<file path="config.mk">
export PLATFORM = sky130hd
export DESIGN_NAME = alu_share_arbiter
export DESIGN_NICKNAME = d
export VERILOG_FILES = /design/src/rtl/alu_pkg.sv /design/src/rtl/alu_core.sv /design/src/rtl/alu_share_arbiter.sv
export SDC_FILE = /design/constraint.sdc
export NUM_CORES = 1
export LEC_CHECK = 0
export ABC_AREA = 1
export BUFFER_PORTS_ARGS = -buffer_cell sky130_fd_sc_hd__buf_4
export CORE_ASPECT_RATIO = 1.5
export CORE_MARGIN = 2
export CORE_UTILIZATION = 40
export DETAILED_ROUTE_END_ITERATION = 10
export PLACE_DENSITY = 0.68
export SLEW_MARGIN = 5
export SYNTH_ARGS = -nofsm -noshare
export SYNTH_HDL_FRONTEND = slang
export SYNTH_HIERARCHICAL = 1
export SYNTH_SLANG_ARGS = --single-unit
export TNS_END_PERCENT = 20
</file>
<file path="constraint.sdc">
create_clock -name clk -period 11.28 [get_ports clk]
set_clock_uncertainty 0.2 [all_clocks]
set_input_delay 2.256 -clock clk [delete_from_list [all_inputs] [get_ports clk]]
set_output_delay 2.256 -clock clk [all_outputs]
set_load 0.1 [all_outputs]
</file>
<file path="src/rtl/alu_pkg.sv">
// alu_pkg: shared ALU opcode encoding, default datapath width and result-buffer state type.
package alu_pkg;

    localparam int XLEN_DEFAULT = 32;

    localparam logic [3:0] ALU_ADD   = 4'h0;
    localparam logic [3:0] ALU_SUB   = 4'h1;
    localparam logic [3:0] ALU_AND   = 4'h2;
    localparam logic [3:0] ALU_OR    = 4'h3;
    localparam logic [3:0] ALU_PASSB = 4'h4;
    localparam logic [3:0] ALU_SLT   = 4'h5;
    localparam logic [3:0] ALU_XOR   = 4'h6;
    localparam logic [3:0] ALU_SRL   = 4'h7;
    localparam logic [3:0] ALU_SLL   = 4'h8;
    localparam logic [3:0] ALU_SRA   = 4'h9;
    localparam logic [3:0] ALU_SLTU  = 4'hA;

    typedef enum logic {BUF_EMPTY = 1'b0, BUF_FULL = 1'b1} buf_state_e;

endpackage

</file>
<file path="src/rtl/alu_core.sv">
// alu_core: combinational ALU.
//   op     in  4     operation code (alu_pkg encoding; unused codes give 0)
//   a, b   in  XLEN  operands; shifts use b[4:0]
//   result out XLEN  operation result, wrapping modulo 2**XLEN
module alu_core
    import alu_pkg::*;
#(
    parameter int XLEN = XLEN_DEFAULT
) (
    input  logic [3:0]      op,
    input  logic [XLEN-1:0] a,
    input  logic [XLEN-1:0] b,
    output logic [XLEN-1:0] result
);

    logic [4:0] sh;

    assign sh = b[4:0];

    always_comb begin
        result = '0;
        case (op)
            ALU_ADD:   result = a + b;
            ALU_SUB:   result = a - b;
            ALU_AND:   result = a & b;
            ALU_OR:    result = a | b;
            ALU_PASSB: result = b;
            ALU_SLT:   result = {{(XLEN-1){1'b0}}, $signed(a) < $signed(b)};
            ALU_XOR:   result = a ^ b;
            ALU_SRL:   result = a >> sh;
            ALU_SLL:   result = a << sh;
            ALU_SRA:   result = $signed(a) >>> sh;
            ALU_SLTU:  result = {{(XLEN-1){1'b0}}, a < b};
            default:   result = '0;
        endcase
    end

endmodule

</file>
<file path="src/rtl/alu_share_arbiter.sv">
// alu_share_arbiter: round-robin sharing of one ALU among NREQ requesters with a one-entry result buffer.
//   clk, rst_n          clock, asynchronous active-low reset
//   req_valid/req_ready per-requester handshake; req_ready is one-hot or zero
//   req_op/req_a/req_b  packed per-requester op and operands
//   rsp_valid/rsp_id/rsp_result  buffered result and its owner
//   rsp_ready           per-requester response accept; only bit rsp_id matters
//   busy                result buffer occupied
module alu_share_arbiter
    import alu_pkg::*;
#(
    parameter int NREQ = 2,
    parameter int XLEN = XLEN_DEFAULT,
    parameter int IDW  = 3
) (
    input  logic                 clk,
    input  logic                 rst_n,
    input  logic [NREQ-1:0]      req_valid,
    output logic [NREQ-1:0]      req_ready,
    input  logic [4*NREQ-1:0]    req_op,
    input  logic [XLEN*NREQ-1:0] req_a,
    input  logic [XLEN*NREQ-1:0] req_b,
    output logic                 rsp_valid,
    output logic [IDW-1:0]       rsp_id,
    output logic [XLEN-1:0]      rsp_result,
    input  logic [NREQ-1:0]      rsp_ready,
    output logic                 busy
);

    buf_state_e      state_q, state_d;
    logic [IDW-1:0]  rr_ptr_q, rr_ptr_d;
    logic [IDW-1:0]  rsp_id_q, rsp_id_d;
    logic [XLEN-1:0] rsp_result_q, rsp_result_d;
    logic [IDW:0]    pick;
    logic [IDW-1:0]  gnt_id;
    logic            owner_ready, drain, can_accept, grant;
    logic [3:0]      sel_op;
    logic [XLEN-1:0] sel_a, sel_b, alu_res;

    // Returns {found, index} of the first valid requester at or after ptr, modulo NREQ.
    // Scanning from the far end lets the closest candidate overwrite the others.
    function automatic logic [IDW:0] rr_pick(input logic [NREQ-1:0] v, input logic [IDW-1:0] ptr);
        logic [IDW:0] r;
        int j;
        r = '0;
        for (int k = NREQ - 1; k >= 0; k--) begin
            j = int'(ptr) + k;
            if (j >= NREQ) j -= NREQ;
            if (v[j]) r = {1'b1, IDW'(j)};
        end
        return r;
    endfunction

    always_comb begin
        owner_ready = 1'b0;
        for (int i = 0; i < NREQ; i++)
            if (rsp_id_q == IDW'(i)) owner_ready = rsp_ready[i];
        drain      = (state_q == BUF_FULL) && owner_ready;
        // rst_n gating keeps req_ready low for the whole reset interval.
        can_accept = rst_n && ((state_q == BUF_EMPTY) || drain);
        pick       = rr_pick(req_valid, rr_ptr_q);
        grant      = can_accept && pick[IDW];
        gnt_id     = pick[IDW-1:0];
        req_ready  = '0;
        sel_op     = '0;
        sel_a      = '0;
        sel_b      = '0;
        for (int i = 0; i < NREQ; i++)
            if (grant && gnt_id == IDW'(i)) begin
                req_ready[i] = 1'b1;
                sel_op       = req_op[4*i +: 4];
                sel_a        = req_a[XLEN*i +: XLEN];
                sel_b        = req_b[XLEN*i +: XLEN];
            end
    end

    alu_core #(.XLEN(XLEN)) u_alu (
        .op     (sel_op),
        .a      (sel_a),
        .b      (sel_b),
        .result (alu_res)
    );

    always_comb begin
        state_d      = grant ? BUF_FULL : (drain ? BUF_EMPTY : state_q);
        rr_ptr_d     = grant ? ((int'(gnt_id) == NREQ - 1) ? '0 : gnt_id + 1'b1) : rr_ptr_q;
        rsp_id_d     = grant ? gnt_id : rsp_id_q;
        rsp_result_d = grant ? alu_res : rsp_result_q;
    end

    always_ff @(posedge clk or negedge rst_n) begin
        if (!rst_n) begin
            state_q      <= BUF_EMPTY;
            rr_ptr_q     <= '0;
            rsp_id_q     <= '0;
            rsp_result_q <= '0;
        end else begin
            state_q      <= state_d;
            rr_ptr_q     <= rr_ptr_d;
            rsp_id_q     <= rsp_id_d;
            rsp_result_q <= rsp_result_d;
        end
    end

    assign rsp_valid  = (state_q == BUF_FULL);
    assign busy       = rsp_valid;
    assign rsp_id     = rsp_id_q;
    assign rsp_result = rsp_result_q;

endmodule

</file>
==> results.md, run 1 <==
* Flops & latches, synth at 39
* Synth cell types at 48
* Status: finished clean
* Fillers at 3,766
* Clock Path Buffers at 2
* Largest net degree at the start of global routing at 72
* Max Clock Freq at 0.1300 GHz
* # rows at 80
* Cells after Synth at 2,586
* Setup Buffers After CTS at 0
* TritonRoute pass-1 iters at 6
* DP Area at 14,340 sq um
* Asr flop ratio synth at 100.0%
* Post-cts repair resize count at 0
* Die Area at 34,060 sq um
* Layout area overhead at 11.08%
* Overall Global Routing Usage at 37.32%
* RSZ-0062 raised after global routing: false
* Worst slew pin tran at 1.242 ns
* # setup viols final at 0
* Maximum vdd drop at 0.0001484 V
* Sequential area share after synthesis at 7.491%
* Worst slew margin at 17.14%
* Crit share post-route at 68.19%
* Remaining DRCs at 0
* Largest family of logic cells by synthesized area: simple AND/OR/NAND/NOR gates
* Die extent in x at 151.4 um
* Adder-Cell Fraction of Synth Area at 10.58%
* Post-DP HPWL at 53.56 mm
* Total grt overflow at 0
* Syn_area_per_cell at 5.038 sq um
* Post-synth EDFFs at 0
* Max-cap violation count at 0
* CTS hold repair buffers at 0
* Core box area at 31,930 sq um
* RePlAce Congestion at 1.030
* Mux cell area share after synthesis at 0%
* H-tree depth at 2
* Ys Warns at 6
* Post-Syn Area at 13,030 sq um
* Clk_lat worst skew at 0.28 ns
* Final Hold Vio Count at 0
* Wirelength, routed at 64.60 mm
* Max Slew Vio Count at 0
* Initial Util at 40.80%
* CP startpoint kind: input port
* Clock Sinks at 39
* Xor/xnor share of the synthesized area at 0.1345%
* Required @ worst endpoint at 11.25 ns
* Clk Tree Root Cell: clkbuf_16
* Vias in the first global route at 16,700
* Initial DRC count at 1,483
* Die Y at 225.0 um
* Synth Area in Simple Gates at 55.94%
* DR vias/cell at 5.636
* Kind of critical path: in2reg
* CTS buffer count at 5
* Per-cell routed wire length at 20.97 um
* CP Data Arrival Time at 7.66 ns
* Hold crit path type: reg2reg
* Final ANT Viol Nets at 0
* Clock-pin transition on the worst setup and hold timing paths at 0.05 ns
* Final nets at 2,922
* Initial antenna violation count at 1
* Antenna Cells at 0
* Min cycle time layout at 7.691 ns
* Power per cell area at 256.9 nW/um^2
* Syn nets at 2,837
* Main synth FF type: dfrtp_1
* Fraction of layout cells with a size suffix above 1 at 9.738%
* Post-Layout Inst Area at 14,470 sq um
* Routed via count at 17,360
* IO Pins at 181
* Port buffer count at 180
* Setup TNS at 0 ns
* Crit-path max FO at 63
* Setup crit end kind: register
* CTS tree: yes
* Post-synthesis compound-gate area fraction at 11.41%
* First-pass GRT wire length at 96.00 mm
* P_leak at 8.129 nW
[stage by stage]
step | hold slack [ns] | util (%) | total power [mW] | worst slack (ns) | cells
6_report | 0.2692 | 45.32 | 3.718 | 3.589 | 3080
3_3_place_gp | 0.2548 | 44.92 | 3.493 | 3.453 | 3074
2_1_floorplan | 0.3427 | - | 2.552 | 5.331 | 2586
5_1_grt | 0.2930 | 45.32 | 4.026 | 3.130 | 3080
4_1_cts | 0.2733 | 45.32 | 3.663 | 3.663 | 3080
3_5_place_dp | 0.2604 | 44.92 | 3.521 | 3.366 | 3074
[sequential cells by signal (all words and copies together), names as in the netlist]
signal,count
busy,1
rsp_result,32
rsp_id,3
rr_ptr_q,3
[where the power goes]
group	total (mW)	internal, mW	switching, mW
logic	3.34	0.833	2.51
registers	0.244	0.196	0.0485
clock network	0.131	0.0794	0.0513
total	3.72	1.11	2.61
[cells in the mapped netlist (all sizes together) (3+ instances only)]
cell        n  area share, %
a31oi       3           0.14
a221oi      3           0.20
nor2      183            6.0
and2        3           0.14
clkbuf     19           0.56
inv       321            9.3
nand2    1102             32
o22ai      33            1.6
a21oi      93            3.6
buf        98            4.6
nand4      28            1.3
nand3     390             15
o211ai     17           0.98
o21ai      91            3.6
o21bai      8           0.46
and3        3           0.14
o2111ai     3           0.20
ha        107             10
nor3       21           0.81
o221ai      3           0.20
dfrtp      39            7.5
o21a        3           0.17
[cells by family (layout without fill, tap and decap cells)]
logic type	after synthesis	in the layout
DFF	39	39
AOI/OAI and AO/OA	262	262
and+or+nand+nor	1734	1734
adders and majority gates	109	109
xor gates and xnor gates	2	2
buffers and inverters	440	524
[worst max-delay path, stage by stage]
cell	delay (ns)
buf_4	0.40
nand2_1	0.17
nor2_4	0.10
buf_4	0.36
nand3_4	0.19
nor2_4	0.56
buf_4	0.49
nand2_1	0.12
nand2_2	0.08
buf_4	0.54
inv_2	0.21
ha_1	0.56
inv_2	0.10
nand2_1	0.10
nand2_1	0.05
nand2_1	0.05
nand3_1	0.26
nand2_1	0.15
nand2_1	0.14
inv_1	0.11
o21ai_0	0.08
a21oi_1	0.22
nand3_1	0.15
nand2_1	0.10
nand2_1	0.05
[cells in the final DEF, fill, tap and decap left out, drive strengths merged, types with 6 or more instances in the layout]
cell    Yosys  final
buf        98    195
nor3       21     21
dfrtp      39     39
o211ai     17     17
nand4      28     28
clkbuf     19      6
o22ai      33     33
ha        107    107
nor2      183    183
o21ai      91     91
a21oi      93     93
inv       321    321
nand3     390    390
nand2    1102   1102
o21bai      8      8
[path summary, 6_finish.rpt]
check,cells after the start,start,endpoint,slack [ns]
hold reg to reg,2,rsp_result[17],rsp_result[17],0.27
max in group asynchronous,1,rst_n,rsp_result[20],8.80
hold / removal,2,rsp_result[17],rsp_result[17],0.27
setup reg to reg,29,rr_ptr_q[0],rsp_result[9],5.11
setup / recovery,25,rst_n,rsp_result[9],3.59
min in group asynchronous,1,rst_n,rsp_result[11],1.73
[routing by layer]
metal  track usage (%)  wire (um)
met1             41.80      24070
met2             66.59      31730
met3             2.692       3522
met4             24.84       5256
met5                 0         17
[layout make-up]
class                           instances  area, sq um  share of cell area, %
Tap cell                              410        513.0                  3.545
Timing Repair Buffer                  195         1464                  10.12
Sequential cell                        39        975.9                  6.744
Inverter                              323         1215                  8.395
Clock buffer                            6        128.9                 0.8905
Multi-Input combinational cell       2107        10170                  70.31
Note: power is estimated with default switching activity, not from simulation.
==> run 2, diff against run 1 <==
==> constraint.sdc (replaced) <==
create_clock -name clk -period 7.95 [get_ports clk]
set_clock_uncertainty 0.2 [all_clocks]
set_input_delay 1.59 -clock clk [delete_from_list [all_inputs] [get_ports clk]]
set_output_delay 1.59 -clock clk [all_outputs]
set_load 0.1 [all_outputs]
==> run 2 against run 1 <==
Core utilization grew 0.26 points; critical path depth grew 3; clock-buffer cell count shrank 1; die area did not move; final cell count is 0.13% higher; hold slack better by 0.0057 ns; largest cell class unchanged; largest power group unchanged; final area up 0.57%; first-iteration DRC count decreased by 10%; sequential cell count unchanged; highest routed layer unchanged; non-clock buffer count up 2; power is 45% higher; critical endpoint is now rsp_result[13].
==> results.md, run 2 (synthesis gave the netlist of run 1 again) <==
* Most Frequent Cell on Critical Path: nand2_1
* Remaining DRCs at 0 (unchanged)
* Core box area at 31,930 sq um (unchanged)
* CP Data Arrival Time at 6.08 ns (-1.58 ns)
* Most frequent cells in the layout: 1,084 x nand2_1, 387 x nand3_1, 302 x inv_1
* H-tree depth at 2 (unchanged)
* Flop-to-flop setup slack at 2.34 ns (-2.77 ns)
* First-pass GRT wire length at 96.35 mm (+0.37%)
* DRT met1 WL at 23.72 mm (-1.4%)
* Fraction of layout cells with a size suffix above 1 at 9.910% (+0.17 points)
* # rows at 80 (unchanged)
* Final Hold Vio Count at 0 (unchanged)
* WP depth at 28 (+12%)
* Max Clock Freq at 0.1637 GHz
* Clk Tree Root Cell: clkbuf_16
* CTS hold repair buffers at 0 (unchanged)
* Hold wc startpoint: rsp_result[26]
* Clock Path Buffers at 2 (unchanged)
* Most common cell after layout, fill and taps aside: nand2_1
* Layout Utilization at 45.58% (+0.26 points)
* Port buffer count at 180 (unchanged)
* Largest net degree at the start of global routing at 70 (-2.8%)
* Reg-to-reg endpoint: rsp_result[13]
* Kind of critical path: in2reg
* Power per cell area at 370.4 nW/um^2 (+44%)
* RSZ-0062 raised after global routing: false
* P_leak at 8.162 nW (+0.40%)
* Initial antenna violation count at 1 (unchanged)
* Fillers at 3,716 (-1.3%)
* Initial Util at 40.80% (unchanged)
* Layout area overhead at 11.72%
* Setup WS post-layout at 1.841 ns (-1.747 ns)
* Crit share post-route at 76.84%
* Crit path max-delay cell type: ha_1
* Met3 wire length at 3.547 mm (+0.71%)
* Top delay family on crit path: simple AND/OR/NAND/NOR gates
* Crit-path max cell delay at 0.61 ns (+0.05 ns)
* Required @ worst endpoint at 7.93 ns (-3.32 ns)
* DP Area at 14,380 sq um (+0.28%)
* CTS tree: yes
* Post-Layout Inst Area at 14,550 sq um (+0.57%)
* Setup TNS at 0 ns (unchanged)
* RePlAce Congestion at 1.054 (+2.3%)
* Final ANT Viol Nets at 0 (unchanged)
* # setup viols final at 0 (unchanged)
* Post-DP HPWL at 53.09 mm (-0.87%)
* Worst slew pin tran at 1.174 ns (-0.06767 ns)
* TritonRoute pass-1 iters at 8 (+2)
* WP buf/inv at 7 (unchanged)
* Clock Sinks at 39 (unchanged)
* Antenna Cells at 0 (unchanged)
* Worst slew margin at 21.55% (+4.4 points)
* Min cycle time layout at 6.109 ns
* Die extent in x at 151.4 um (unchanged)
* Max reg flops at 32 (unchanged)
* FF-to-FF Start: rr_ptr_q[0]
* Maximum vdd drop at 0.0001664 V (+12%)
* Setup crit end kind: register
* Max Slew Vio Count at 0 (unchanged)
* Overall Global Routing Usage at 37.50% (+0.18 points)
* Wirelength, routed at 64.44 mm (-0.25%)
* Initial DRC count at 1,329 (-10%)
* Hold path endpoint: rsp_result[26]
* Pwr Total at 5.391 mW (+45%)
* Die Y at 225.0 um (unchanged)
* Hold path depth at 2 (unchanged)
* Vias in the first global route at 16,970 (+1.6%)
* Max-cap violation count at 0 (unchanged)
* Setup Buffers After CTS at 0 (unchanged)
* Status: finished clean
* Total grt overflow at 0 (unchanged)
* R2R cell count at 29 (unchanged)
* Final nets at 2,924 (+0.068%)
* Clk_lat worst skew at 0.29 ns (about the same)
* Routed via count at 17,480 (+0.71%)
* Die Area at 34,060 sq um (unchanged)
* Crit-path max FO at 69 (+9.5%)
* CP startpoint kind: input port
* IO Pins at 181 (unchanged)
* Hold crit path type: reg2reg
* Met2 wire length at 31.42 mm (-0.96%)
* Per-cell routed wire length at 20.89 um (-0.38%)
* Post-cts repair resize count at 0 (unchanged)
* DR vias/cell at 5.668 (+0.58%)
* CTS buffer count at 5 (unchanged)
* Top Metal Used: met5
* Clock-pin transition on the worst setup and hold timing paths at 0.06 ns (about the same)
* Pre-CTS setup slack at 1.661 ns (-1.705 ns)
==> run 2: per-layer routing <==
metal  track usage [%]  vias to the layer above
li1                  -                     8398
met3             2.652                      232
met2             66.14                      806
met1             41.69                     8043
met4             27.40                        2
met5                 0                        -
==> run 2: layout make-up <==
type / count / area [sq um] / share of cell area (%)
clock buffers: 5 / 125.1 / 0.8597
flip-flops and latches: 39 / 975.9 / 6.706
clock inverters: 3 / 46.29 / 0.3181
repair buffers: 197 / 1504 / 10.33
inverters: 323 / 1215 / 8.348
multi-input cells: 2107 / 10170 / 69.91
well taps: 410 / 513.0 / 3.525
==> run 2: how the worst max path moves through the flow <==
stage | slack [ns] | from | end
2_1_floorplan | 3.00 | rsp_ready[1] | rsp_result[16]
3_3_place_gp | 1.71 | rst_n | rsp_result[24]
3_5_place_dp | 1.66 | rst_n | rsp_result[30]
4_1_cts | 1.96 | rst_n | rsp_result[30]
5_1_grt | 1.36 | rst_n | rsp_result[29]
6_report | 1.84 | rsp_ready[1] | rsp_result[13]
==> run 2: report_power, final <==
group	total [mW]	internal (mW)	leakage, nW	switching (mW)
sequential	0.343	0.277	0.521	0.0656
clock	0.237	0.149	0.0804	0.0878
combinational	4.81	1.19	7.56	3.62
==> run 2: per-stage QoR <==
step	hold WS [ns]	std cells
after floorplan	0.3427	2586
after global routing	0.2884	3084
after global placement	0.2563	3076
after detailed placement	0.2614	3076
after CTS	0.2765	3084
final	0.2749	3084
==> run 2: worst reg2reg max path: cells and delay by family, from the launching register on <==
kind / cells / cell delay [ns]
and+or+nand+nor: 17 / 2.44
adders and majority gates: 3 / 1.18
buffers and inverters: 7 / 1.02
DFF: 1 / 0.50
AOI/OAI and AO/OA: 2 / 0.13
